## src/rtl/ofifo_pkg.sv

```systemverilog
// Shared constants, pointer-width helper and pointer type for the
// multi-lane output FIFO.
package ofifo_pkg;

  localparam int COL_DEF   = 8;
  localparam int BW_DEF    = 4;
  localparam int DEPTH_DEF = 64;

  function automatic int ptr_w(input int depth);
    return $clog2(depth);
  endfunction

  localparam int AW_DEF = ptr_w(DEPTH_DEF);

  typedef logic [AW_DEF:0] ptr_def_t;

endpackage

```

## src/rtl/ofifo_lane.sv

```systemverilog
// One column lane: storage, wrap-bit pointers, full/empty and occupancy.
// A write to a full lane is taken only when the same cycle pops it.
module ofifo_lane
  import ofifo_pkg::*;
#(
  parameter int BW    = BW_DEF,
  parameter int DEPTH = DEPTH_DEF,
  localparam int AW   = ptr_w(DEPTH)
) (
  input  logic          clk,
  input  logic          reset,
  input  logic          wr,
  input  logic          pop,
  input  logic [BW-1:0] din,
  output logic [BW-1:0] dout,
  output logic          o_full,
  output logic          o_empty,
  output logic [AW:0]   o_count
);

  typedef logic [AW:0] ptr_t;

  ptr_t          wr_ptr;
  ptr_t          rd_ptr;
  logic [BW-1:0] mem [DEPTH];
  logic          wr_en;

  assign wr_en = wr & (~o_full | pop);

  always_ff @(posedge clk) begin
    if (reset) begin
      wr_ptr <= '0;
      rd_ptr <= '0;
    end else begin
      if (wr_en)
        wr_ptr <= wr_ptr + ptr_t'(1);
      if (pop)
        rd_ptr <= rd_ptr + ptr_t'(1);
    end
  end

  // storage is never cleared; only the pointers define contents
  always_ff @(posedge clk) begin
    if (wr_en && !reset)
      mem[wr_ptr[AW-1:0]] <= din;
  end

  assign dout    = mem[rd_ptr[AW-1:0]];
  assign o_empty = (wr_ptr == rd_ptr);
  assign o_full  = (wr_ptr[AW] != rd_ptr[AW]) &&
                   (wr_ptr[AW-1:0] == rd_ptr[AW-1:0]);
  assign o_count = wr_ptr - rd_ptr;

endmodule

```

## src/rtl/ofifo_multi_lane.sv

```systemverilog
// Multi-lane output FIFO: independent column writes, whole-row pops.
// Optional sticky err_ovf/err_udf ports under OFIFO_ERR_FLAGS_EN.
module ofifo_multi_lane
  import ofifo_pkg::*;
#(
  parameter int COL       = COL_DEF,
  parameter int BW        = BW_DEF,
  parameter int DEPTH     = DEPTH_DEF,
  parameter int AF_MARGIN = 2,
  localparam int AW       = ptr_w(DEPTH)
) (
  input  logic              clk,
  input  logic              reset,
  input  logic [COL-1:0]    wr,
  input  logic [BW*COL-1:0] in,
  input  logic              rd,
  output logic [BW*COL-1:0] out,
  output logic              out_valid,
  output logic              o_full,
  output logic              o_ready,
  output logic              o_valid,
`ifdef OFIFO_ERR_FLAGS_EN
  output logic              err_ovf,
  output logic              err_udf,
`endif
  output logic [AW:0]       o_level
);

  localparam logic [AW:0] AF_LIM = (AW+1)'(DEPTH - AF_MARGIN - 1);

  logic [COL-1:0]    full;
  logic [COL-1:0]    empty;
  logic [AW:0]       cnt [COL];
  logic [BW*COL-1:0] row;
  logic              pop;

  assign pop = rd & o_valid;

  for (genvar i = 0; i < COL; i++) begin : g_lane
    ofifo_lane #(
      .BW    (BW),
      .DEPTH (DEPTH)
    ) u_lane (
      .clk     (clk),
      .reset   (reset),
      .wr      (wr[i]),
      .pop     (pop),
      .din     (in[BW*i +: BW]),
      .dout    (row[BW*i +: BW]),
      .o_full  (full[i]),
      .o_empty (empty[i]),
      .o_count (cnt[i])
    );
  end

  assign o_full  = |full;
  assign o_valid = ~|empty;

  always_comb begin
    o_ready = 1'b1;
    o_level = cnt[0];
    for (int i = 0; i < COL; i++) begin
      if (cnt[i] > AF_LIM)
        o_ready = 1'b0;
      if (cnt[i] < o_level)
        o_level = cnt[i];
    end
  end

  always_ff @(posedge clk) begin
    if (reset) begin
      out       <= '0;
      out_valid <= 1'b0;
    end else begin
      out_valid <= pop;
      if (pop)
        out <= row;
    end
  end

`ifdef OFIFO_ERR_FLAGS_EN
  always_ff @(posedge clk) begin
    if (reset) begin
      err_ovf <= 1'b0;
      err_udf <= 1'b0;
    end else begin
      if (|(wr & full & ~{COL{pop}}))
        err_ovf <= 1'b1;
      if (rd && !o_valid)
        err_udf <= 1'b1;
    end
  end
`endif

endmodule

```

## config.mk

```make
export PLATFORM = sky130hd
export DESIGN_NAME = ofifo_multi_lane
export DESIGN_NICKNAME = d
export VERILOG_FILES = /design/src/rtl/ofifo_pkg.sv /design/src/rtl/ofifo_lane.sv /design/src/rtl/ofifo_multi_lane.sv
export SDC_FILE = /design/constraint.sdc
export NUM_CORES = 2
export LEC_CHECK = 0
export ABC_CLOCK_PERIOD_IN_PS = 30500
export CORE_MARGIN = 4
export CORE_UTILIZATION = 55
export CTS_CLUSTER_DIAMETER = 80
export DETAILED_ROUTE_END_ITERATION = 12
export PLACE_DENSITY = 0.71
export SLEW_MARGIN = 20
export SYNTH_ARGS = -nofsm -noshare
export SYNTH_HDL_FRONTEND = slang
export SYNTH_HIERARCHICAL = 1
export SYNTH_SLANG_ARGS = --single-unit
export TNS_END_PERCENT = 5
```

## constraint.sdc

```tcl
create_clock -name clk -period 30.5 [get_ports clk]
set_input_delay 3.05 -clock clk [delete_from_list [all_inputs] [get_ports clk]]
set_output_delay 3.05 -clock clk [all_outputs]
set_load 0.01 [all_outputs]
```

==> results.py <==
metrics = {
    "drt": {
        "vias": 48700,
        "drc": 0,
        "drt_first_pass_iters": 8,
        "wire_per_inst_um": 25.3,
        "drtAntennaViolNets": 0,
        "avgViaCountPerCell": 6.17,
        "drtIter0Drc": 5265,
        "drt-total-wl_mm": 200,
    },
    "grt": {
        "antenna_found_initial": 11,
        "first_global_vias": 49400,
        "grt_max_degree": 65,
        "grt_usage_pct": 23.0,
        "grt_remaining_overflow": 0,
        "grt_pass1_wl_mm": 306,
    },
    "setup_path": {
        "cp.required_ns": 27.45,
        "slowest_stage": "o311ai_0",
        "arrival_ns": 15.12,
        "critPathBufInv": 9,
        "critical_path_class": "reg -> out",
        "crit_top_cell": "ha_1",
        "critical-path-top-delay-family": "compound AO/OA/AOI/OAI gates",
        "end_kind": "output pin",
        "crit_path_start_kind": "flop",
        "path_max_fanout": 12,
        "cpPeakStageDelay_ns": 0.83,
    },
    "layout": {
        "synthToLayoutAreaGrowth_pct": 10.4,
        "fillerInstances": 11700,
        "fin_util_pct": 61.2,
        "drive_gt1_share_pct": 16.9,
        "final_cells": 7886,
        "final_nets": 5618,
        "final_cell_area_sq_mm": 0.102,
    },
    "floorplanning": {
        "die_w_um": 418,
        "die_area_sq_mm": 0.175,
        "coreArea_sq_mm": 0.167,
        "io_pins": 86,
        "num_rows": 150,
        "die_h_um": 418,
        "start_util_pct": 55.4,
    },
    "logic_synthesis": {
        "yosysSeqAreaShare_pct": 70.6,
        "synth-edff-count": 2048,
        "yosysWarnings": 6,
        "async_reset_ff_share_pct": 0,
        "ys_ff_latch": 2241,
        "synth_area_per_cell_sq_um": 17.0,
        "syn_inst": 5435,
        "synth_top_area_share_pct": 66.4,
        "yosysMostFrequentCell": "edfxtp_1",
        "synthesis.nets": 5571,
        "synthFlopType": "edfxtp_1",
        "yosysUniqueCellTypes": 89,
        "syn-cell-area_sq_mm": 0.0926,
        "netlist_top_cells_count": "edfxtp_1, nor2_1, mux4_2, nand2_1, dfxtp_1",
        "synthTopCellsByArea": "edfxtp_1, mux4_2, dfxtp_1, nor2_1, mux2i_1",
        "yosysTopAreaCell": "edfxtp_1",
    },
    "sta": {
        "clock_skew_ns": 0.0371,
        "layout_min_cycle_time_ns": 18.17,
        "setup_viol": 0,
        "hold_viol_final": 0,
        "rsz0062_at_grt": "false",
        "whs_ns": 0.452,
        "fin_crit_sh_pct": 59.6,
        "setup_tns_ns": 0,
        "worst_pin_slew_ns": 1.08,
        "maxSlewHeadroom_pct": 27.7,
        "fmax_mhz": 55.0,
        "finalMaxSlewViolations": 0,
    },
    "clock_tree": {
        "clock-sinks": 2241,
        "insertion_delay_ns": 0.85,
        "cts_max_path_buffers": 3,
        "clk_pin_slew_ns": 0.06,
        "cts_root_buffer": "clkbuf_16",
        "htree_levels": 4,
        "cts_tree": "done",
        "cts-resized-gates": 0,
        "cts-buffers-inserted": 218,
        "postCtsSetupBuffers": 0,
        "ctsHoldBuffers": 0,
    },
    "placed_design": {
        "dp_hpwl_mm": 126,
        "io_buffers": 85,
        "dp_cells": 7465,
        "globalplace.congestion": 0.845,
        "placed_area_sq_mm": 0.0948,
    },
    "power_and_ir_drop": {
        "power.density_mw_per_mm2": 62.9,
        "ir_drop_mv": 0.0609,
        "leakagePower_uw": 0.0309,
    },
    "job": {
        "max_cap_viol_count": 0,
    },
    "hold_path": {
        "min_path_type": "reg -> reg",
    },
    "status": {
        "status": "finished clean",
    },
}
kinds of logic (layout without fill, tap and decap cells):
kind of cell,Yosys count,after routing,synth area share [%]
AOI/OAI and AO/OA,566,566,4.07
xor gates and xnor gates,138,138,1.30
adders and majority gates,99,99,1.39
buffers and inverters,416,656,2.24
DFF,2241,2241,70.6
muxes,686,686,14.4
other,0,7,0
and+or+nand+nor,1289,1289,6.02
layout make-up:
type	count	area, sq um	share of cell area [%]
repair buffers	115	1000	0.982
clock buffers	301	6160	6.02
inverters	128	483	0.472
multi-input cells	2778	25200	24.6
clock inverters	112	1250	1.22
well taps	2204	2760	2.70
flip-flops and latches	2241	65400	64.0
diodes	7	17.5	0.0171
metal layers:
layer	routed length [um]	global-route usage [%]	up-vias	share of wire [%]
met5	13	0	-	0.0065
met4	6950	8.17	2	3.5
met3	14100	3.87	358	7.1
met2	96900	36.8	1898	48
met1	81800	32.5	24900	41
li1	-	-	21500	-
cell usage in the layout (no fill, tap or decap), drive strengths merged, types with 31 or more instances in the layout:
| cell type | count |
|---|---|
| o21ai | 91 |
| mux4 | 498 |
| nand3 | 71 |
| a21oi | 160 |
| edfxtp | 2048 |
| mux2i | 151 |
| clkbuf | 301 |
| o22ai | 81 |
| nand2 | 254 |
| nor3 | 55 |
| xor2 | 31 |
| clkdlybuf4s50 | 52 |
| inv | 135 |
| nor2b | 41 |
| o221ai | 51 |
| a211oi | 45 |
| clkinv | 73 |
| buf | 63 |
| mux2 | 37 |
| xnor2 | 107 |
| or3 | 47 |
| ha | 85 |
| dfxtp | 193 |
| nor2 | 705 |
report_power, final:
part,total [uW],internal [uW],switching [uW],leakage [uW]
clock,2720,1590,1130,0.00360
sequential,3360,3350,6.99,0.0200
combinational,353,133,219,0.00735
total,6440,5080,1360,0.0309
flip-flops by register name (all words and copies together), names as in the netlist, named ones only:
register / flops
out: 32
g_lane.u_lane/rd_ptr: 56
out_valid: 1
g_lane.u_lane/mem: 2048
g_lane.u_lane/wr_ptr: 56
worst paths after layout:
path,to,cells past startpoint,start,slack [ns]
worst max-delay path,o_level[4],62,g_lane[0].u_lane/wr_ptr[0],12.33
worst min register to register,out[27],2,out[27],0.45
worst max register to register,g_lane[3].u_lane/mem[27][0],13,g_lane[4].u_lane/wr_ptr[0],24.70
worst min-delay path,out[27],2,out[27],0.45
metrics by stage:
step           setup slack, ns  power (uW)
3_3_place_gp             13.63        3770
5_1_grt                  11.27        6650
2_1_floorplan            15.67        3660
4_1_cts                  12.36        6490
6_report                 12.33        6440
3_5_place_dp             13.31        3780
worst min-delay path, stage by stage (launching register included):
cell and delay (ns):
dfxtp_1 0.31, nand2_1 0.05, a21oi_1 0.05
(Power assumes the default switching activity.)
